--- config.mk ---
export PLATFORM = sky130hd
export DESIGN_NAME = ndpqs_dequeue_flat
export DESIGN_NICKNAME = d
export VERILOG_FILES = /design/src/rtl/ndpqs_pkg.sv /design/src/rtl/ndpqs_dequeue_if.sv /design/src/rtl/ndpqs_credit_buf.sv /design/src/rtl/ndpqs_dequeue.sv /design/src/flat_wrapper.sv
export SDC_FILE = /design/constraint.sdc
export NUM_CORES = 2
export LEC_CHECK = 0
export BUFFER_PORTS_ARGS = -buffer_cell sky130_fd_sc_hd__buf_2
export CAP_MARGIN = 20
export CORE_AREA = 2 2 451 453
export CTS_CLUSTER_DIAMETER = 50
export DETAILED_ROUTE_END_ITERATION = 7
export DIE_AREA = 0 0 453 455
export PLACE_DENSITY = 0.57
export REMOVE_ABC_BUFFERS = 1
export SYNTH_ARGS = -nofsm -noshare
export SYNTH_HDL_FRONTEND = slang
export SYNTH_SLANG_ARGS = --single-unit
--- constraint.sdc ---
create_clock -name clk -period 7.2 [get_ports clk]
set_input_delay 0.72 -clock clk [delete_from_list [all_inputs] [get_ports clk]]
set_output_delay 0.72 -clock clk [all_outputs]
set_load 0.01 [all_outputs]
--- src/rtl/ndpqs_pkg.sv ---
// Shared definitions for the NDP queue system egress side.
package ndpqs_pkg;

   localparam int unsigned DATA_WIDTH  = 480;
   localparam int unsigned CTRL_WIDTH  = 32;
   localparam int unsigned NUM_QUEUES  = 8;
   localparam int unsigned DEPTH_WIDTH = 12;
   localparam int unsigned QUANTUM     = 4;
   localparam int unsigned QID_WIDTH   = $clog2(NUM_QUEUES);

   typedef enum logic [0:0] {
      ST_IDLE,
      ST_SERVE
   } state_e;

   typedef logic [QID_WIDTH-1:0] qid_t;

endpackage

--- src/rtl/ndpqs_dequeue_if.sv ---
// Storage read port plus egress valid/ready stream of the dequeue block.
interface ndpqs_dequeue_if #(
   parameter int unsigned DW = ndpqs_pkg::DATA_WIDTH,
   parameter int unsigned CW = ndpqs_pkg::CTRL_WIDTH,
   parameter int unsigned QW = ndpqs_pkg::QID_WIDTH
);

   logic          rd_en;
   logic [QW-1:0] rd_qid;
   logic [CW-1:0] rd_ctl;
   logic [DW-1:0] rd_data;
   logic          out_valid;
   logic          out_ready;
   logic [CW-1:0] out_ctl;
   logic [DW-1:0] out_data;

   // Dequeue block side
   modport master (
      output rd_en, rd_qid, out_valid, out_ctl, out_data,
      input  rd_ctl, rd_data, out_ready
   );

   // Storage / downstream side
   modport slave (
      input  rd_en, rd_qid, out_valid, out_ctl, out_data,
      output rd_ctl, rd_data, out_ready
   );

endinterface

--- src/rtl/ndpqs_credit_buf.sv ---
// Two-entry FIFO absorbing words returned from queue storage.
module ndpqs_credit_buf #(
   parameter int unsigned W = 512
) (
   input  logic         clk,
   input  logic         rst_n,
   input  logic         push_i,
   input  logic [W-1:0] push_word_i,
   input  logic         pop_i,
   output logic [W-1:0] head_o,
   output logic         valid_o,
   output logic [1:0]   occ_o
);

   logic [W-1:0] mem_q [2];
   logic         wr_ptr_q;
   logic         rd_ptr_q;
   logic [1:0]   occ_q;
   logic         pop;

   assign valid_o = (occ_q != 2'd0);
   assign pop     = pop_i && valid_o;
   assign head_o  = mem_q[rd_ptr_q];
   assign occ_o   = occ_q;

   // Storage, pointers and occupancy; reset clears entries so the head reads zero
   always_ff @(posedge clk or negedge rst_n) begin
      if (!rst_n) begin
         mem_q[0] <= '0;
         mem_q[1] <= '0;
         wr_ptr_q <= 1'b0;
         rd_ptr_q <= 1'b0;
         occ_q    <= 2'd0;
      end else begin
         if (push_i) begin
            mem_q[wr_ptr_q] <= push_word_i;
            wr_ptr_q        <= ~wr_ptr_q;
         end
         if (pop) begin
            rd_ptr_q <= ~rd_ptr_q;
         end
         occ_q <= occ_q + {1'b0, push_i} - {1'b0, pop};
      end
   end

endmodule

--- src/rtl/ndpqs_dequeue.sv ---
// Egress side of the NDP queue system: depth tracking, quantum round-robin
// arbitration, one-word storage reads and a credit-limited return buffer.
module ndpqs_dequeue
   import ndpqs_pkg::*;
#(
   parameter int unsigned DATA_WIDTH  = ndpqs_pkg::DATA_WIDTH,
   parameter int unsigned CTRL_WIDTH  = ndpqs_pkg::CTRL_WIDTH,
   parameter int unsigned NUM_QUEUES  = ndpqs_pkg::NUM_QUEUES,
   parameter int unsigned DEPTH_WIDTH = ndpqs_pkg::DEPTH_WIDTH,
   parameter int unsigned QUANTUM     = ndpqs_pkg::QUANTUM
) (
   input  logic                              clk,
   input  logic                              rst_n,
   input  logic [NUM_QUEUES-1:0]             enq_pulse_i,
   ndpqs_dequeue_if.master                   bus,
   output logic [NUM_QUEUES*DEPTH_WIDTH-1:0] q_depth_o,
   output logic [NUM_QUEUES-1:0]             ovf_err_o
);

   localparam int unsigned QW = $clog2(NUM_QUEUES);
   localparam int unsigned BW = $clog2(QUANTUM + 1);
   localparam int unsigned WW = CTRL_WIDTH + DATA_WIDTH;

   logic [DEPTH_WIDTH-1:0] depth_q [NUM_QUEUES];
   logic [DEPTH_WIDTH-1:0] depth_d [NUM_QUEUES];
   logic [NUM_QUEUES-1:0]  ovf_q;
   logic [NUM_QUEUES-1:0]  ovf_d;
   state_e                 state_q;
   logic [QW-1:0]          sel_q;
   logic [QW-1:0]          rr_q;
   logic [BW-1:0]          burst_q;
   logic                   inflight_q;

   logic [1:0]             occ;
   logic                   out_valid;
   logic [WW-1:0]          head;
   logic                   pop;
   logic                   credit_ok;
   logic                   cur_nz;
   logic                   rd_fire;
   logic                   last_word;
   logic                   drain;
   logic                   found;
   logic [QW-1:0]          pick;
   logic [QW-1:0]          nxt_q;

   assign pop       = out_valid && bus.out_ready;
   // free = 2 - occ - inflight + pop > 0, rearranged to avoid negatives
   assign credit_ok = ({1'b0, occ} + {2'b00, inflight_q}) < (3'd2 + {2'b00, pop});
   assign cur_nz    = (depth_q[sel_q] != '0);
   assign rd_fire   = (state_q == ST_SERVE) && cur_nz && credit_ok;
   assign last_word = ((burst_q + BW'(1)) == BW'(QUANTUM));
   assign drain     = (depth_q[sel_q] == DEPTH_WIDTH'(1)) && !enq_pulse_i[sel_q];
   assign nxt_q     = QW'((32'(sel_q) + 32'd1) % NUM_QUEUES);

   assign bus.rd_en    = rd_fire;
   assign bus.rd_qid   = sel_q;
   assign bus.out_valid = out_valid;
   assign bus.out_ctl  = head[WW-1 -: CTRL_WIDTH];
   assign bus.out_data = head[DATA_WIDTH-1:0];
   assign ovf_err_o    = ovf_q;

   ndpqs_credit_buf #(
      .W (WW)
   ) u_buf (
      .clk         (clk),
      .rst_n       (rst_n),
      .push_i      (inflight_q),
      .push_word_i ({bus.rd_ctl, bus.rd_data}),
      .pop_i       (bus.out_ready),
      .head_o      (head),
      .valid_o     (out_valid),
      .occ_o       (occ)
   );

   // Next depth per queue: enqueue and read cancel; enqueue at full saturates and flags
   always_comb begin
      ovf_d = ovf_q;
      for (int unsigned i = 0; i < NUM_QUEUES; i++) begin
         depth_d[i] = depth_q[i];
         if (enq_pulse_i[i] && !(rd_fire && sel_q == QW'(i))) begin
            if (depth_q[i] == '1) begin
               ovf_d[i] = 1'b1;
            end else begin
               depth_d[i] = depth_q[i] + DEPTH_WIDTH'(1);
            end
         end else if (!enq_pulse_i[i] && rd_fire && sel_q == QW'(i)) begin
            depth_d[i] = depth_q[i] - DEPTH_WIDTH'(1);
         end
      end
   end

   // First non-empty queue at or after rr_q, wrapping
   always_comb begin
      int unsigned idx;
      idx   = 0;
      found = 1'b0;
      pick  = rr_q;
      for (int unsigned k = 0; k < NUM_QUEUES; k++) begin
         idx = (32'(rr_q) + k) % NUM_QUEUES;
         if (!found && depth_q[idx] != '0) begin
            found = 1'b1;
            pick  = QW'(idx);
         end
      end
   end

   // Flatten depth counters onto the status port
   always_comb begin
      q_depth_o = '0;
      for (int unsigned i = 0; i < NUM_QUEUES; i++) begin
         q_depth_o[i*DEPTH_WIDTH +: DEPTH_WIDTH] = depth_q[i];
      end
   end

   // Depth counters, sticky overflow flags and return-path in-flight marker
   always_ff @(posedge clk or negedge rst_n) begin
      if (!rst_n) begin
         for (int unsigned i = 0; i < NUM_QUEUES; i++) begin
            depth_q[i] <= '0;
         end
         ovf_q      <= '0;
         inflight_q <= 1'b0;
      end else begin
         for (int unsigned i = 0; i < NUM_QUEUES; i++) begin
            depth_q[i] <= depth_d[i];
         end
         ovf_q      <= ovf_d;
         inflight_q <= rd_fire;
      end
   end

   // Grant FSM: IDLE picks a queue, SERVE reads up to QUANTUM words or until empty
   always_ff @(posedge clk or negedge rst_n) begin
      if (!rst_n) begin
         state_q <= ST_IDLE;
         sel_q   <= '0;
         rr_q    <= '0;
         burst_q <= '0;
      end else begin
         unique case (state_q)
            ST_IDLE: begin
               if (found) begin
                  sel_q   <= pick;
                  burst_q <= '0;
                  state_q <= ST_SERVE;
               end
            end
            ST_SERVE: begin
               if (rd_fire) begin
                  burst_q <= burst_q + BW'(1);
                  if (last_word || drain) begin
                     rr_q    <= nxt_q;
                     state_q <= ST_IDLE;
                  end
               end else if (!cur_nz) begin
                  rr_q    <= nxt_q;
                  state_q <= ST_IDLE;
               end
            end
            default: state_q <= ST_IDLE;
         endcase
      end
   end

endmodule
--- src/flat_wrapper.sv ---
// flat-port wrapper written by rule: the top's interface ports become plain ports
module ndpqs_dequeue_flat import ndpqs_pkg::*;
#(
   parameter int unsigned DATA_WIDTH  = ndpqs_pkg::DATA_WIDTH,
   parameter int unsigned CTRL_WIDTH  = ndpqs_pkg::CTRL_WIDTH,
   parameter int unsigned NUM_QUEUES  = ndpqs_pkg::NUM_QUEUES,
   parameter int unsigned DEPTH_WIDTH = ndpqs_pkg::DEPTH_WIDTH,
   parameter int unsigned QUANTUM     = ndpqs_pkg::QUANTUM
)
  (clk, rst_n, enq_pulse_i, q_depth_o, ovf_err_o, bus_rd_en, bus_rd_qid, bus_out_valid, bus_out_ctl, bus_out_data, bus_rd_ctl, bus_rd_data, bus_out_ready);
  ndpqs_dequeue_if bus_i ();
  input  logic clk;
  input  logic rst_n;
  input  logic [NUM_QUEUES-1:0] enq_pulse_i;
  output logic [NUM_QUEUES*DEPTH_WIDTH-1:0] q_depth_o;
  output logic [NUM_QUEUES-1:0] ovf_err_o;
  output wire logic [$bits(bus_i.rd_en)-1:0] bus_rd_en;
  output wire logic [$bits(bus_i.rd_qid)-1:0] bus_rd_qid;
  output wire logic [$bits(bus_i.out_valid)-1:0] bus_out_valid;
  output wire logic [$bits(bus_i.out_ctl)-1:0] bus_out_ctl;
  output wire logic [$bits(bus_i.out_data)-1:0] bus_out_data;
  input wire logic [$bits(bus_i.rd_ctl)-1:0] bus_rd_ctl;
  input wire logic [$bits(bus_i.rd_data)-1:0] bus_rd_data;
  input wire logic [$bits(bus_i.out_ready)-1:0] bus_out_ready;
  assign bus_rd_en = bus_i.rd_en;
  assign bus_rd_qid = bus_i.rd_qid;
  assign bus_out_valid = bus_i.out_valid;
  assign bus_out_ctl = bus_i.out_ctl;
  assign bus_out_data = bus_i.out_data;
  assign bus_i.rd_ctl = bus_rd_ctl;
  assign bus_i.rd_data = bus_rd_data;
  assign bus_i.out_ready = bus_out_ready;
  ndpqs_dequeue #(.DATA_WIDTH(DATA_WIDTH), .CTRL_WIDTH(CTRL_WIDTH), .NUM_QUEUES(NUM_QUEUES), .DEPTH_WIDTH(DEPTH_WIDTH), .QUANTUM(QUANTUM)) u_core (.clk(clk), .rst_n(rst_n), .enq_pulse_i(enq_pulse_i), .bus(bus_i), .q_depth_o(q_depth_o), .ovf_err_o(ovf_err_o));
endmodule
# Yosys cells after proc, flatten, opt, wreduce, memory -nomap -nowiden
# Cells that the tools add are included.
dict set report totals {
  in_bits 523
  out_inout_bits 621
  register_bits 1143
}
dict set report classes {
  n_eq_ne 29
  n_reduce_logical 107
  magnitude_cmp 14
  bitwise 14
  mux 85
  addsub 29
}
# cell count
set ops {}
lappend ops {{two-way mux 512 bit} 4}
lappend ops {{bitwise mux 1024 bit} 1}
lappend ops {{demux 512 bit (select 1 bit)} 1}
lappend ops {{two-way mux 12 bit} 42}
lappend ops {{binary-select mux 12 bit (select 3 bit)} 9}
lappend ops {{greater-or-equal comparator 33 x 4 -> 1 bit (second input constant)} 8}
lappend ops {{inverter 3 -> 33 bit} 8}
lappend ops {{nonzero test 12 bit} 9}
lappend ops {{adder 12 x 1 -> 12 bit (second input constant)} 8}
lappend ops {{equality test 12 bit (second input constant)} 8}
lappend ops {{subtractor 12 x 1 -> 12 bit (second input constant)} 8}
lappend ops {{logical AND 1 bit} 44}
lappend ops {{two-way mux 3 bit} 12}
lappend ops {{AND reduction 2 bit} 18}
lappend ops {{logical NOT 1 bit} 24}
lappend ops {{!= test 2 bit (second input constant)} 11}
lappend ops {{nonzero test 2 bit} 9}
lappend ops {{equality test 3 bit (second input constant)} 5}
lappend ops {{two-way mux 1 bit} 13}
lappend ops {{adder 3 bit (second input constant)} 4}
lappend ops {{equality test 12 x 1 -> 1 bit (second input constant)} 1}
lappend ops {{adder 3 x 1 -> 3 bit (second input constant)} 3}
lappend ops {{adder 3 x 2 -> 3 bit (second input constant)} 2}
lappend ops {{equality test 3 x 2 -> 1 bit (second input constant)} 2}
lappend ops {{other kinds (20)} 24}

# Longest topological paths before layout
dict set report depth {
  depth_word 29
  ltp_mapped 20
  mapped_depth_nobuf 19
}

# Cells and area by module
# From an unflattened synthesis, not the netlist that was laid out.
dict set report hier_totals {
  hier_cells 3756
  hier_area_um2 54144.4
}
# mod seq_area_each_um2 n_inst cells_each area_per_inst_um2
set by_module_without_submodules {}
lappend by_module_without_submodules {ndpqs_credit_buf 25724.7 1 2746 44265.0}
lappend by_module_without_submodules {ndpqs_dequeue 2877.8 1 1010 9879.5}

# Worst setup path before layout
# Ideal clock, no wire load.
dict set report synth_path {
  path_kind {reg-to-reg}
  start {reg u_core.sel_q[1], in the netlist u_core.bus.rd_qid[1]}
  end {reg u_core.depth_q, in the netlist u_core.q_depth_o[10]}
  stages_incl_launch_ff 19
  arrival_time_ns 4.219
  path_slack_ns 2.856
  synth_period_minus_slack_ns 4.344
  path_cell_list {dfrtp_1 clkbuf_1 mux4_2 a2111oi_0 a32o_1 a21oi_2 buf_2 a31oi_1 inv_1 fa_1 a21o_1 a21oi_1 o21bai_1 a21oi_1 o21ai_0 a21o_1 a21oi_1 xnor2_1 mux2_2}
}
dict set report synth_via {
  elab_chain_cells 12
  elab_cells_between_ends 17
  cone_classes {eq/ne (1); mux (4); bitwise (1); reduce/logical (11)}
}
# element line
set synth_lines {}
lappend synth_lines {{from (decl)} ndpqs_dequeue.sv:29} ;# logic [QW-1:0] sel_q;
lappend synth_lines {{from (signal assigned)} ndpqs_dequeue.sv:144} ;# sel_q <= pick;
lappend synth_lines {{inverter 3 -> 4 bit (implied by the code) *} ndpqs_dequeue.sv:50} ;# assign cur_nz = (depth_q[sel_q] != '0);
lappend synth_lines {{binary-select mux 12 bit (select 3 bit) *} ndpqs_dequeue.sv:50}
lappend synth_lines {{two-way mux 12 bit (implied by the code) * (2 in series)} ndpqs_dequeue.sv:50}
lappend synth_lines {{nonzero test 12 bit *} ndpqs_dequeue.sv:50}
lappend synth_lines {{logical AND 1 bit * (2 in series)} ndpqs_dequeue.sv:51} ;# assign rd_fire = (state_q == ST_SERVE) && cur_nz && credit_ok;
lappend synth_lines {{via bus_rd_en} flat_wrapper.sv:17} ;# output wire logic [$bits(bus_i.rd_en)-1:0] bus_rd_en;
lappend synth_lines {{logical AND 1 bit} ndpqs_dequeue.sv:81} ;# if (enq_pulse_i[i] && !(rd_fire && sel_q == QW'(i))) begin
lappend synth_lines {{logical NOT 1 bit} ndpqs_dequeue.sv:81}
lappend synth_lines {{logical AND 1 bit} ndpqs_dequeue.sv:81}
lappend synth_lines {{!= test 2 bit (no line) or nonzero test 2 bit (tied branches)} n/a}
lappend synth_lines {{AND reduction 2 bit (no line)} n/a}
lappend synth_lines {{to (signal, indexed assignment)} ndpqs_dequeue.sv:126} ;# depth_q[i] <= depth_d[i];
lappend synth_lines {{to (decl)} ndpqs_dequeue.sv:24} ;# logic [DEPTH_WIDTH-1:0] depth_q [NUM_QUEUES];
# Mark *: on every way through the listed nets, which the timed path passes. The rest lies on a longest branch. The select of a mux whose other input is x is not followed.
# A chain may end at the register's enable or synchronous reset.

# Worst setup path in the final report
dict set report layout_path {
  start {reg u_core.sel_q[0], in the netlist u_core.bus.rd_qid[0]}
  end {reg u_core.depth_q, in the netlist u_core.q_depth_o[94]}
}
dict set report layout_via {
  elab_chain_cells 12
  elab_cells_between_ends 17
  cone_classes {eq/ne (2); mux (4); bitwise (1); reduce/logical (10)}
}
# element line
set layout_lines {}
lappend layout_lines {{inverter 3 -> 4 bit (implied by the code)} ndpqs_dequeue.sv:50}
lappend layout_lines {{binary-select mux 12 bit (select 3 bit)} ndpqs_dequeue.sv:50}
lappend layout_lines {{two-way mux 12 bit (implied by the code) (2 in series)} ndpqs_dequeue.sv:50}
lappend layout_lines {{nonzero test 12 bit} ndpqs_dequeue.sv:50}
lappend layout_lines {{logical AND 1 bit (2 in series)} ndpqs_dequeue.sv:51}
lappend layout_lines {{logical AND 1 bit} ndpqs_dequeue.sv:81}
lappend layout_lines {{logical NOT 1 bit} ndpqs_dequeue.sv:81}
lappend layout_lines {{logical AND 1 bit} ndpqs_dequeue.sv:81}
lappend layout_lines {{!= test 2 bit (no line) or nonzero test 2 bit (tied branches)} n/a}
lappend layout_lines {{AND reduction 2 bit (no line)} n/a}
# Several ways; a longest one is shown, not always the timed one. The select of a mux whose other input is x is not followed.

==> results.sh <==
export IMPL_status="complete, no violations"
export IMPL_synthesis_area_um2=53500
export IMPL_fin_worst_skew_ns=0.0523
export IMPL_fin_crit_ns=5.20
export IMPL_nets=5543
export IMPL_drive_above_1_share_pct=61.3
export IMPL_rsz0062_at_grt="no"
export IMPL_num_io_pins=1144
export IMPL_grt_max_degree=169
export IMPL_port_buffers=1143
export IMPL_cts_max_level=4
export IMPL_initialDrtViolationCount=1893
export IMPL_cts_num_sinks=1143
export IMPL_dp_hpwl_mm=121
export IMPL_dieArea_um2=206000
export IMPL_ys_flop_type="dfrtp_1"
export IMPL_die_height_um=455
export IMPL_placed_area_um2=62300
export IMPL_cts_tree="yes"
export IMPL_synth_edf_count=0
export IMPL_hold_path_class="in2reg"
export IMPL_post_route_util_pct=33.7
export IMPL_vias_per_cell=4.61
export IMPL_dr_pass1_iters=5
export IMPL_chipWidth_um=453
export IMPL_dp_cells=7429
export IMPL_post_cts_resized=0
export IMPL_slew_headroom_pct=25.0
export IMPL_tns_ns=0
export IMPL_setup_viol_count_final=0
export IMPL_grt_pass1_vias=37000
export IMPL_grt_pass1_wl_mm=242
export IMPL_numCtsBuffers=156
export IMPL_ys_seq_area_share_pct=53.5
export IMPL_irDropWorstVdd_uv=630
export IMPL_maxCapViolations=0
export IMPL_clk_pin_slew_ns=0.06
export IMPL_avgSynthCellArea_um2=14.2
export IMPL_drtAntennaViolNets=0
export IMPL_antenna_found_initial=65
export IMPL_total_leakage_power_nw=29.7
export IMPL_start_util_pct=26.6
export IMPL_ctsHoldBuffers=1
export IMPL_tightest_slew_ns=1.13
export IMPL_syn_to_final_growth_pct=26.8
export IMPL_post_cts_buffers=0
export IMPL_final_common_cell="mux2_2"
export IMPL_grt_ovfl_total=0
export IMPL_clk_latency_ns=0.82
export IMPL_vias=35600
export IMPL_path_class="reg2reg"
export IMPL_ys_warnings_count=0
export IMPL_fin_cells=7732
export IMPL_final_cell_mix="mux2_2, buf_2, dfrtp_1"
export IMPL_drv_slew=0
export IMPL_post_route_drc_count=0
export IMPL_critPathMaxFanout=17
export IMPL_p_per_area_nw_per_um2=563
export IMPL_post_route_period_util_pct=72.2
export IMPL_gp_congestion=0.870
export IMPL_worstPathArrival_ns=5.95
export IMPL_row_count=165
export IMPL_grt_usage_pct=15.4
export IMPL_synthCells=3766
export IMPL_end_kind="flop"
export IMPL_clock_path_buffers=3
export IMPL_crit_required_ns=7.95
export IMPL_routed_wl_mm=166
export IMPL_fmax_ghz=0.192
export IMPL_synth_seq_cells=1143
export IMPL_cts_root_buf="clkbuf_16"
export IMPL_wire_per_inst_um=21.5
export IMPL_fin_ws_ns=2.00
export IMPL_hold_viol_final=0
export IMPL_core_area_um2=201000
export IMPL_ys_types=82
export IMPL_finalInstanceArea_um2=67800
export IMPL_cp_start_kind="flop"
export IMPL_async_reset_ff_share_pct=100
export IMPL_place_ws_ns=1.89
registers in the layout (all words and copies together), names as in the netlist:
signal	count
u_core.u_buf.mem_q	1024
u_core.q_depth_o	96
u_core.ovf_err_o	8
u_core.burst_q	3
u_core.bus.rd_qid	3
u_core.rr_q	3
u_core.u_buf.occ_o	2
u_core.inflight_q	1
u_core.state_q	1
u_core.u_buf.rd_ptr_q	1
u_core.u_buf.wr_ptr_q	1
cell type report:
type	instances	area [um2]
inverter	36	135
multi-input combinational	2393	24000
timing repair buffer	1187	6230
clock inverter	72	1030
antenna	19	47.5
sequential	1143	28600
clock buffer	210	4420
fill	19900	133000
tap	2672	3340
routing by layer:
metal  vias to the layer above  GRT usage [%]  part of all wire [%]  wire length, um
li1                      16100              -                     -                -
met4                        36           4.64                   2.6             4320
met2                       986           26.1                    49            81700
met1                     18200           18.4                    41            67700
met3                       318           5.26                   7.4            12200
met5                         -              0                  0.16              261
stage by stage:
stage	total power, W	hold slack (ns)
2_1_floorplan	0.0233	0.424
3_3_place_gp	0.0301	0.461
3_5_place_dp	0.0305	0.460
4_1_cts	0.0387	0.0504
5_1_grt	0.0406	0.0803
6_report	0.0382	0.149
final timing paths:
path                       slack [ns]                      end  cells after the start                  from
setup / recovery                 2.00     u_core.q_depth_o[94]                     16  u_core.bus.rd_qid[0]
hold / removal                   0.15  u_core.u_buf.mem_q[128]                      2      bus_rd_data[128]
setup reg to reg                 2.00     u_core.q_depth_o[94]                     16  u_core.bus.rd_qid[0]
hold reg to reg                  0.47      u_core.ovf_err_o[7]                      1   u_core.ovf_err_o[7]
max in group asynchronous        4.79   u_core.u_buf.mem_q[19]                      4                 rst_n
min in group asynchronous        0.58  u_core.u_buf.mem_q[844]                      2                 rst_n
cells by family after synthesis:
logic type | after synthesis | share of synthesized area (%)
buf+inv | 230 | 1.67
xor+xnor | 91 | 1.49
compound gates | 237 | 3.03
mux | 1634 | 34.6
fa+ha+maj | 103 | 2.52
simple gates | 328 | 3.25
flops | 1143 | 53.5
power by group:
part	total [W]	switching [W]	internal, W
Combinational	0.0184	0.00907	0.00930
Clock	0.00798	0.00311	0.00487
Sequential	0.0119	0.00206	0.00981
Total	0.0382	0.0142	0.0240
cell usage after synthesis (14+ instances only):
cell,count,area (um2)
mux2_2,1605,18100
nor2b_1,16,100
nor3_1,36,180
a21oi_1,73,365
dfrtp_1,1143,28600
nor2_1,42,158
or4_1,14,105
inv_1,31,116
clkbuf_1,176,661
nand4_1,29,181
ha_1,95,1190
xnor2_1,60,526
nand3_1,27,135
o21bai_1,19,143
or3_1,19,119
xor2_1,31,272
nor4_1,23,144
o21ai_0,29,145
nand2_1,81,304
a21o_1,28,210
mux2i_1,15,150
buf_2,14,70.1
critical path, cell delays in order (launching register included):
cell and delay (ns):
dfrtp_1 0.78, mux4_2 0.58, a2111oi_0 0.45, a32o_1 0.31, a21oi_2 0.13, buf_4 0.22, a21bo_2 0.33, fa_1 0.44
a21o_1 0.18, a21oi_1 0.22, o21bai_1 0.09, a21oi_1 0.23, o21bai_1 0.09, a21oi_1 0.27, or4b_2 0.62, nand4_1 0.11
mux2_2 0.14
Note: power is estimated with default switching activity, not from simulation.
